**config.mk**
```make
export PLATFORM = sky130hd
export DESIGN_NAME = bcd_display_ctrl
export DESIGN_NICKNAME = d
export VERILOG_FILES = /design/src/rtl/bcd_ctrl_pkg.sv /design/src/rtl/bcd_display_ctrl_seg7_decode.sv /design/src/rtl/bcd_display_ctrl.sv
export SDC_FILE = /design/constraint.sdc
export NUM_CORES = 1
export LEC_CHECK = 0
export ABC_CLOCK_PERIOD_IN_PS = 4100
export BUFFER_PORTS_ARGS = -buffer_cell sky130_fd_sc_hd__buf_4
export CORE_UTILIZATION = 55
export DETAILED_ROUTE_END_ITERATION = 16
export GPL_TIMING_DRIVEN = 0
export PLACE_DENSITY = 0.88
export SYNTH_ARGS = -nofsm -noshare
export SYNTH_HDL_FRONTEND = slang
export SYNTH_SLANG_ARGS = --single-unit
export TNS_END_PERCENT = 100
```
**constraint.sdc**
```tcl
create_clock -name clk -period 4.1 [get_ports clk]
set_input_delay 0.615 -clock clk [delete_from_list [all_inputs] [get_ports clk]]
set_output_delay 0.615 -clock clk [all_outputs]
set_load 0.05 [all_outputs]
```
**src/rtl/bcd_ctrl_pkg.sv**
```systemverilog
// Shared definitions for the BCD display controller: FSM encoding,
// digit count, seven-segment patterns and the double-dabble adjust helper.
package bcd_ctrl_pkg;

  localparam logic [1:0] ST_IDLE  = 2'd0;
  localparam logic [1:0] ST_SHIFT = 2'd1;
  localparam logic [1:0] ST_DONE  = 2'd2;

  localparam int NUM_DIGITS = 3;

  // Active-low segment patterns, bit order gfedcba
  localparam logic [6:0] SEG_BLANK = 7'b1111111;
  localparam logic [6:0] SEG_0     = 7'b1000000;
  localparam logic [6:0] SEG_1     = 7'b1111001;
  localparam logic [6:0] SEG_2     = 7'b0100100;
  localparam logic [6:0] SEG_3     = 7'b0110000;
  localparam logic [6:0] SEG_4     = 7'b0011001;
  localparam logic [6:0] SEG_5     = 7'b0010010;
  localparam logic [6:0] SEG_6     = 7'b0000010;
  localparam logic [6:0] SEG_7     = 7'b1111000;
  localparam logic [6:0] SEG_8     = 7'b0000000;
  localparam logic [6:0] SEG_9     = 7'b0010000;

  function automatic logic [6:0] digit_pattern(input logic [3:0] digit);
    logic [6:0] pat;
    case (digit)
      4'd0:    pat = SEG_0;
      4'd1:    pat = SEG_1;
      4'd2:    pat = SEG_2;
      4'd3:    pat = SEG_3;
      4'd4:    pat = SEG_4;
      4'd5:    pat = SEG_5;
      4'd6:    pat = SEG_6;
      4'd7:    pat = SEG_7;
      4'd8:    pat = SEG_8;
      4'd9:    pat = SEG_9;
      default: pat = SEG_BLANK;
    endcase
    return pat;
  endfunction

  // Double-dabble correction applied before each shift
  function automatic logic [3:0] dd_adjust(input logic [3:0] digit);
    logic [3:0] res;
    if (digit >= 4'd5) begin
      res = digit + 4'd3;
    end else begin
      res = digit;
    end
    return res;
  endfunction

endpackage

```
**src/rtl/bcd_display_ctrl_seg7_decode.sv**
```systemverilog
// Combinational BCD digit to active-low seven-segment decoder with blanking;
// the parent registers the result.
module seg7_decode
  import bcd_ctrl_pkg::*;
(
  input  logic [3:0] digit,
  input  logic       blank,
  output logic [6:0] seg
);

  // Pattern lookup, forced dark when blanked
  always_comb begin
    seg = SEG_BLANK;
    if (blank) begin
      seg = SEG_BLANK;
    end else begin
      seg = digit_pattern(digit);
    end
  end

endmodule

```
**src/rtl/bcd_display_ctrl.sv**
```systemverilog
// Sequential binary-to-BCD converter (double dabble, one shift per clock)
// with a three-digit multiplexed common-anode scanner.
// Optional macro BCD_LEADING_ZERO_BLANK_EN blanks leading zero digits.
module bcd_display_ctrl
  import bcd_ctrl_pkg::*;
#(
  parameter int SCAN_DIV = 16
) (
  input  logic       clk,
  input  logic       rst_n,
  input  logic       in_valid,
  input  logic [7:0] in_data,
  output logic       in_ready,
  output logic       busy,
  output logic       bcd_valid,
  output logic [3:0] cen,
  output logic [3:0] dec,
  output logic [3:0] uni,
  output logic [2:0] an,
  output logic [6:0] seg
);

  logic [1:0]  state_r, state_s;
  logic [7:0]  shreg_r;
  logic [3:0]  wcen_r, wdec_r, wuni_r;
  logic [2:0]  cnt_r;
  logic [3:0]  cen_r, dec_r, uni_r;
  logic        in_ready_r, busy_r, bcd_valid_r;
  logic [3:0]  adj_cen_s, adj_dec_s, adj_uni_s;
  logic [3:0]  sh_cen_s, sh_dec_s, sh_uni_s;
  logic [7:0]  sh_reg_s;
  logic        unused_cen_msb_s;

  logic [SCAN_DIV-1:0] scan_cnt_r;
  logic [1:0]  idx_r, idx_s;
  logic [2:0]  an_r, an_s;
  logic [6:0]  seg_r, dec_seg_s;
  logic [3:0]  sel_digit_s;
  logic        sel_blank_s;
  logic        wrap_s;

  // Next-state logic of the conversion FSM
  always_comb begin
    state_s = state_r;
    case (state_r)
      ST_IDLE: begin
        if (in_valid) begin
          state_s = ST_SHIFT;
        end else begin
          state_s = ST_IDLE;
        end
      end
      ST_SHIFT: begin
        if (cnt_r == 3'd0) begin
          state_s = ST_DONE;
        end else begin
          state_s = ST_SHIFT;
        end
      end
      ST_DONE: state_s = ST_IDLE;
      default: state_s = ST_IDLE;
    endcase
  end

  // One double-dabble step: correct each digit, then shift the whole chain left
  always_comb begin
    adj_cen_s = dd_adjust(wcen_r);
    adj_dec_s = dd_adjust(wdec_r);
    adj_uni_s = dd_adjust(wuni_r);
    sh_cen_s  = {adj_cen_s[2:0], adj_dec_s[3]};
    sh_dec_s  = {adj_dec_s[2:0], adj_uni_s[3]};
    sh_uni_s  = {adj_uni_s[2:0], shreg_r[7]};
    sh_reg_s  = {shreg_r[6:0], 1'b0};
  end

  // The hundreds digit stays below 5, so its carry-out is always zero
  assign unused_cen_msb_s = adj_cen_s[3];

  // FSM state register and registered handshake/status outputs
  always_ff @(posedge clk or negedge rst_n) begin
    if (!rst_n) begin
      state_r     <= ST_IDLE;
      in_ready_r  <= 1'b1;
      busy_r      <= 1'b0;
      bcd_valid_r <= 1'b0;
    end else begin
      state_r     <= state_s;
      in_ready_r  <= (state_s == ST_IDLE);
      busy_r      <= (state_s != ST_IDLE);
      bcd_valid_r <= (state_s == ST_DONE);
    end
  end

  // Conversion datapath; result registers only load on the final shift
  always_ff @(posedge clk or negedge rst_n) begin
    if (!rst_n) begin
      shreg_r <= 8'd0;
      wcen_r  <= 4'd0;
      wdec_r  <= 4'd0;
      wuni_r  <= 4'd0;
      cnt_r   <= 3'd0;
      cen_r   <= 4'd0;
      dec_r   <= 4'd0;
      uni_r   <= 4'd0;
    end else begin
      case (state_r)
        ST_IDLE: begin
          if (in_valid) begin
            shreg_r <= in_data;
            wcen_r  <= 4'd0;
            wdec_r  <= 4'd0;
            wuni_r  <= 4'd0;
            cnt_r   <= 3'd7;
          end
        end
        ST_SHIFT: begin
          shreg_r <= sh_reg_s;
          wcen_r  <= sh_cen_s;
          wdec_r  <= sh_dec_s;
          wuni_r  <= sh_uni_s;
          if (cnt_r == 3'd0) begin
            cen_r <= sh_cen_s;
            dec_r <= sh_dec_s;
            uni_r <= sh_uni_s;
          end else begin
            cnt_r <= cnt_r - 3'd1;
          end
        end
        ST_DONE: begin
          cnt_r <= cnt_r;
        end
        default: begin
          cnt_r <= 3'd0;
        end
      endcase
    end
  end

  assign wrap_s = &scan_cnt_r;

  // Index the scanner moves to on the next wrap, its anode pattern and digit
  always_comb begin
    idx_s       = 2'd0;
    an_s        = 3'b111;
    sel_digit_s = uni_r;
    sel_blank_s = 1'b0;
    if (idx_r == 2'd2) begin
      idx_s = 2'd0;
    end else begin
      idx_s = idx_r + 2'd1;
    end
    case (idx_s)
      2'd0: begin
        an_s        = 3'b110;
        sel_digit_s = uni_r;
      end
      2'd1: begin
        an_s        = 3'b101;
        sel_digit_s = dec_r;
`ifdef BCD_LEADING_ZERO_BLANK_EN
        sel_blank_s = (cen_r == 4'd0) && (dec_r == 4'd0);
`else
        sel_blank_s = 1'b0;
`endif
      end
      2'd2: begin
        an_s        = 3'b011;
        sel_digit_s = cen_r;
`ifdef BCD_LEADING_ZERO_BLANK_EN
        sel_blank_s = (cen_r == 4'd0);
`else
        sel_blank_s = 1'b0;
`endif
      end
      default: begin
        an_s        = 3'b111;
        sel_digit_s = uni_r;
      end
    endcase
  end

  seg7_decode u_seg7_decode (
    .digit (sel_digit_s),
    .blank (sel_blank_s),
    .seg   (dec_seg_s)
  );

  // Refresh prescaler and registered anode/segment drive, both updated on wrap
  always_ff @(posedge clk or negedge rst_n) begin
    if (!rst_n) begin
      scan_cnt_r <= '0;
      idx_r      <= 2'd2;
      an_r       <= 3'b111;
      seg_r      <= SEG_BLANK;
    end else begin
      scan_cnt_r <= scan_cnt_r + {{(SCAN_DIV-1){1'b0}}, 1'b1};
      if (wrap_s) begin
        idx_r <= idx_s;
        an_r  <= an_s;
        seg_r <= dec_seg_s;
      end
    end
  end

  assign in_ready  = in_ready_r;
  assign busy      = busy_r;
  assign bcd_valid = bcd_valid_r;
  assign cen       = cen_r;
  assign dec       = dec_r;
  assign uni       = uni_r;
  assign an        = an_r;
  assign seg       = seg_r;

endmodule
```
==> qor.yml, run 1 <==
syn2layout_area_growth_pct: 17.1
slew_headroom_pct: 44.4
setup_slack_ps: 1990
ant_nets: 0
slew_violations: 0
yosys_warnings: 0
hold_viol_final: 0
clock_tree.buffer_depth: 2
cts-root-buf: "clkbuf_8"
cts.sinks: 68
die_h_um: 78.9
synthTopCellsByCount: "dfrtp_1, nand2_1, o21ai_0"
cp_max_fo: 10
io_pins: 36
synth-edff-count: 0
cts_resized: 0
postCtsSetupBuffers: 0
timing.final.crit_share_pct: 51.5
synth_top_flop_cell: "dfrtp_1"
die_area_sq_um: 6220
synth_cell_type_count: 41
synthAdderAreaFrac_pct: 4.62
cts_tree: "built"
maxCapViolCount: 0
regArea_sq_um: 1720
start_kind: "flop"
tns_ps: 0
synth_top_family_by_area: "compound AO/OA/AOI/OAI gates"
yosysTopAreaCell: "dfrtp_1"
drt_iter0_drc: 79
dp_slack_ps: 2010
synth-seq-cells: 68
cellLeakagePower_nw: 1.78
rsz0062_at_grt: "false"
core_sq_um: 5610
crit_required_ps: 4370
period_minus_slack_ps: 2110
synth_xor_area_share_pct: 4.58
die_w_um: 78.9
p_per_area_nw_per_um2: 711
tightest_slew_ps: 834
antenna_found_initial: 0
crit_path_end_kind: "flop"
crit_arrival_ps: 2390
synth_nets: 328
insertion_delay_ps: 350
grt_max_degree: 69
start_util_pct: 58.0
drt_pre_antenna_iters: 4
fmax_mhz: 474
postCtsHoldBufs: 0
status: "complete, no violations"
wl_per_cell_um: 14.5
portBuffers: 35
drive_above_1_share_pct: 23.3
ys_async_sr_fraction_pct: 100
hold_class: "in -> async"
drc: 0
vdd_drop_max_v: 0.000425
vias: 2378
synth.avg_cell_area_sq_um: 10.7
via_per_inst: 5.56
rr_startpoint: "idx_r[1]$_DFFE_PN1P_"
finClkSkew_ps: 6.76
syn_inst: 305
grt_use_total_pct: 22.9
netlist_area_sq_um: 3250
grt_pass1_wl_mm: 10.8
ys_top_cells_by_area: "dfrtp_1, dfstp_2, o21ai_0, ha_1, nand2_1"
finalNetCount: 374
routed_wirelength_mm: 6.22
place_congestion: 0.851
synthSimpleGateAreaFrac_pct: 13.1
setup_violations: 0
worstSetupPathType: "reg -> reg"
rows: 27
fillCellCount: 426
clk_pin_slew_ps: 70
h-tree-depth: 3
yosysSeqAreaShare_pct: 52.8
synth_mux_area_share_pct: 7.27
startpoint: "idx_r[1]$_DFFE_PN1P_"
diodes: 0
synth_most_common_cell: "dfrtp_1"
final_util_pct: 67.9
synth_compound_area_share_pct: 13.5
dp_hpwl_mm: 4.37
numCtsBuffers: 9
gr-total-overflow: 0
synth_top_area_share_pct: 43.1
grt_pass1_vias: 2475
multi_input_area_sq_um: 1400
## final timing paths
kind,to,slack (ps),cells past startpoint
hold / removal,scan_cnt_r[7]$_DFF_PN0_,360,1
setup / recovery,seg[4]$_DFFE_PN1P_,1990,7
setup reg to reg,seg[4]$_DFFE_PN1P_,1990,7
max in group asynchronous,wcen_r[3]$_DFFE_PN0P_,3190,1
hold reg to reg,an[0]$_DFFE_PN1P_,470,2
min in group clk,an[0]$_DFFE_PN1P_,470,2
## cells by family after synthesis
group	after synthesis
fa+ha+maj	12
xor+xnor	17
flops	68
simple gates	82
compound gates	74
mux	22
buf+inv	30
## worst max-delay path, stage by stage (launching register included)
cell     delay [ps]
dfstp_2         580
buf_2           230
nand2_1          70
o21ai_0         230
inv_1           150
ha_1            250
or3_1           360
a41oi_1         160
## registers in the layout (all words and copies together), names as in the netlist, 4 cells and up
name,flops
wuni_r,4
wcen_r,4
wdec_r,4
cen,4
uni,4
scan_cnt_r,16
dec,4
shreg_r,8
seg,7
## power breakdown
| group | total, W | leakage, nW | switching [W] | internal, W |
|---|---|---|---|---|
| clock | 0.000566 | 0.102 | 0.000254 | 0.000312 |
| combinational | 0.00114 | 0.839 | 0.000715 | 0.000430 |
| sequential | 0.000995 | 0.840 | 0.000145 | 0.000850 |
| total | 0.00271 | 1.78 | 0.00111 | 0.00159 |
## placed cells by master, fill, tap and decap left out, types with 2 or more instances in the layout
cell type / instances
inv_1: 19
and3_1: 4
nor3b_1: 6
and4_1: 3
nand2b_1: 7
dfstp_2: 12
clkbuf_1: 5
o21ai_1: 2
a21oi_1: 17
o21ai_0: 32
nor3_1: 4
nor2b_1: 2
xnor2_1: 10
buf_2: 5
a22o_1: 3
xor2_1: 7
ha_1: 12
o21a_1: 4
nand4_1: 4
clkbuf_8: 11
dfrtp_1: 56
a41oi_1: 3
o211ai_1: 2
nor2_1: 2
clkinv_2: 2
buf_6: 2
a31oi_1: 3
nand2_1: 35
mux2_2: 9
o22ai_1: 2
nand3_1: 11
mux2i_1: 12
buf_4: 35
## stage by stage
step                      std cells  hold WS, ps  instance area (sq um)  power [W]
final                           428          356                   3810    0.00271
after floorplan                 305          319                   3250    0.00182
after CTS                       428          388                   3810    0.00272
after global routing            428          423                   3810    0.00288
after global placement          412          449                   3600    0.00209
after detailed placement        412          456                   3600    0.00215
## routing by layer
layer	GRT usage [%]	vias up	wire, um
li1	-	1160	-
met1	26.8	1156	2740
met2	38.6	49	3090
met3	7.36	13	280
met4	10.4	0	102
met5	0	-	0
## cell type report
class | instances | share of cell area (%)
clock buffers | 12 | 4.07
flip-flops and latches | 68 | 45.1
well taps | 72 | 2.37
multi-input cells | 207 | 36.8
inverters | 19 | 1.87
clock inverters | 4 | 1.25
repair buffers | 35 | 6.90
plain buffers | 11 | 1.64
Note: power is estimated with default switching activity, not from simulation.
==> run 2: changes to the inputs <==
--- a/config.mk
+++ b/config.mk
@@ -5,12 +5,12 @@
 export SDC_FILE = /design/constraint.sdc
 export NUM_CORES = 1
 export LEC_CHECK = 0
-export ABC_CLOCK_PERIOD_IN_PS = 4100
+export ABC_CLOCK_PERIOD_IN_PS = 1880
 export BUFFER_PORTS_ARGS = -buffer_cell sky130_fd_sc_hd__buf_4
-export CORE_UTILIZATION = 55
+export CORE_UTILIZATION = 52
 export DETAILED_ROUTE_END_ITERATION = 16
 export GPL_TIMING_DRIVEN = 0
-export PLACE_DENSITY = 0.88
+export PLACE_DENSITY = 0.87
 export SYNTH_ARGS = -nofsm -noshare
 export SYNTH_HDL_FRONTEND = slang
 export SYNTH_SLANG_ARGS = --single-unit
==> constraint.sdc (replaced) <==
create_clock -name clk -period 1.88 [get_ports clk]
set_input_delay 0.282 -clock clk [delete_from_list [all_inputs] [get_ports clk]]
set_output_delay 0.282 -clock clk [all_outputs]
set_load 0.05 [all_outputs]
==> qor.yml, run 2 (same netlist as run 1, synthesis figures left out) <==
crit_family: "compound AO/OA/AOI/OAI gates"
cp.buffers_inverters: 2
p_per_area_nw_per_um2: 1510
reg2reg_slack_ps: 130
die_area_sq_um: 6570
routed_wirelength_mm: 6.34
power.switching_w: 0.00243
hold_viol_final: 0
drt_iter0_drc: 81
diodes: 0
status: "complete, no violations"
finalNetCount: 375
maxCapViolCount: 0
grt_max_degree: 69
grt_use_total_pct: 22.0
io_pins: 36
cellLeakagePower_nw: 1.78
design_area_sq_um: 3820
final_common_cell: "dfrtp_1"
vias: 2397
slowest_stage: "or3_1"
cts_tree: "built"
ant_nets: 0
cp_max_fo: 7
max_stage_delay_ps: 380
wl_per_cell_um: 14.7
insertion_delay_ps: 350
regArea_sq_um: 1720
crit_arrival_ps: 2030
fin_cells: 432
rsz0062_at_grt: "false"
rr_startpoint: "idx_r[0]$_DFFE_PN0P_"
startpoint: "idx_r[0]$_DFFE_PN0P_"
die_h_um: 81.1
grt_pass1_wl_mm: 10.6
fmax_mhz: 571
setup_violations: 0
portBuffers: 35
clkPwrFrac_pct: 17.9
netSwitchingFraction_pct: 42.1
timing.final.crit_share_pct: 93.1
grt_pass1_vias: 2378
mostFrequentLayoutCells: "dfrtp_1, buf_4, nand2_1, o21ai_0, inv_1"
regMostFlops: "scan_cnt_r"
core_sq_um: 5990
reg2regPathDepth: 7
timing.rr.end: "seg[4]$_DFFE_PN1P_"
vdd_drop_max_v: 0.000898
via_per_inst: 5.55
place_area_sq_um: 3610
gr-total-overflow: 0
place_congestion: 0.850
internal_power_w: 0.00333
drive_above_1_share_pct: 25.5
die_w_um: 81.1
slew_violations: 0
multi_input_area_sq_um: 1440
largest_register_ff_count: 16
power_frac_comb_pct: 44.2
cts-root-buf: "clkbuf_8"
fillCellCount: 490
period_minus_slack_ps: 1750
tns_ps: 0
setup_slack_ps: 129
drc: 0
drt_pre_antenna_iters: 4
rows: 28
antenna_found_initial: 0
cp.depth: 7
start_util_pct: 54.3
numCtsBuffers: 9
pwr-share-seq_pct: 37.9
slew_headroom_pct: 44.8
power_w: 0.00576
start_kind: "flop"
post-place-cells: 415
dp_hpwl_mm: 4.48
crit_required_ps: 2150
finClkSkew_ps: 4.40
tightest_slew_ps: 828
worstSetupPathType: "reg -> reg"
h-tree-depth: 3
path_cells: "buf_6, mux2i_1, o21ai_2, inv_2, ha_4, or3_1, a41oi_2"
clk_pin_slew_ps: 70
crit_path_end: "seg[4]$_DFFE_PN1P_"
cts.sinks: 68
hold_class: "in -> async"
dp_slack_ps: -201
syn2layout_area_growth_pct: 17.6
clock_tree.buffer_depth: 2
crit_path_end_kind: "flop"
## run 2: changes by cell type in the layout (fill, tap and decap cells not counted), moves of 2 or more
cell and change:
dfrtp_1 -2, clkbuf_1 +3, dfrtp_2 +2, o21ai_2 +2
## run 2: cell type report
| cell class | instances | area share, % |
|---|---|---|
| Buffer | 11 | 1.80 |
| Inverter | 19 | 1.86 |
| Timing Repair Buffer | 36 | 7.07 |
| Clock inverter | 2 | 0.262 |
| Clock buffer | 14 | 3.99 |
| Sequential cell | 68 | 44.9 |
| Tap cell | 75 | 2.45 |
| Multi-Input combinational cell | 207 | 37.6 |
## run 2: how the worst min path moves through the flow
stage	cells after the start	startpoint	end
floorplan	0	rst_n	bcd_valid$_DFF_PN0_
global placement	1	rst_n	scan_cnt_r[13]$_DFF_PN0_
detailed placement	1	rst_n	scan_cnt_r[13]$_DFF_PN0_
CTS	1	rst_n	bcd_valid$_DFF_PN0_
global route	1	rst_n	scan_cnt_r[0]$_DFF_PN0_
finish	1	rst_n	scan_cnt_r[13]$_DFF_PN0_
## run 2: stage by stage
step	hold WS, ps	utilization, %
after floorplan	-13.6	-
after global placement	432	60.3
after detailed placement	440	60.3
after CTS	50.9	63.3
after global routing	93.0	63.8
final	28.7	63.8
## run 2: repair_timing
action | in CTS | in global routing
setup buffers | 1 | 0
hold buffers | 0 | 0
setup endpoints to repair | 3 | 14
pin swaps | 0 | 2
gates resized for setup | 4 | 7
## run 2: power groups by stage
stage,Sequential [W],Combinational (W),Clock (W)
3_3_place_gp,0.00217,0.00240,0
6_report,0.00218,0.00255,0.00103
2_1_floorplan,0.00259,0.00138,0
3_5_place_dp,0.00220,0.00250,0
5_1_grt,0.00223,0.00283,0.00111
4_1_cts,0.00218,0.00251,0.00106
## run 2: layer usage
| layer | part of all wire, % | up-vias | GRT usage [%] |
|---|---|---|---|
| met5 | 0 | - | 0 |
| li1 | - | 1161 | - |
| met1 | 43 | 1180 | 24.9 |
| met3 | 4.1 | 9 | 7.30 |
| met2 | 51 | 47 | 37.2 |
| met4 | 1.3 | 0 | 10.4 |
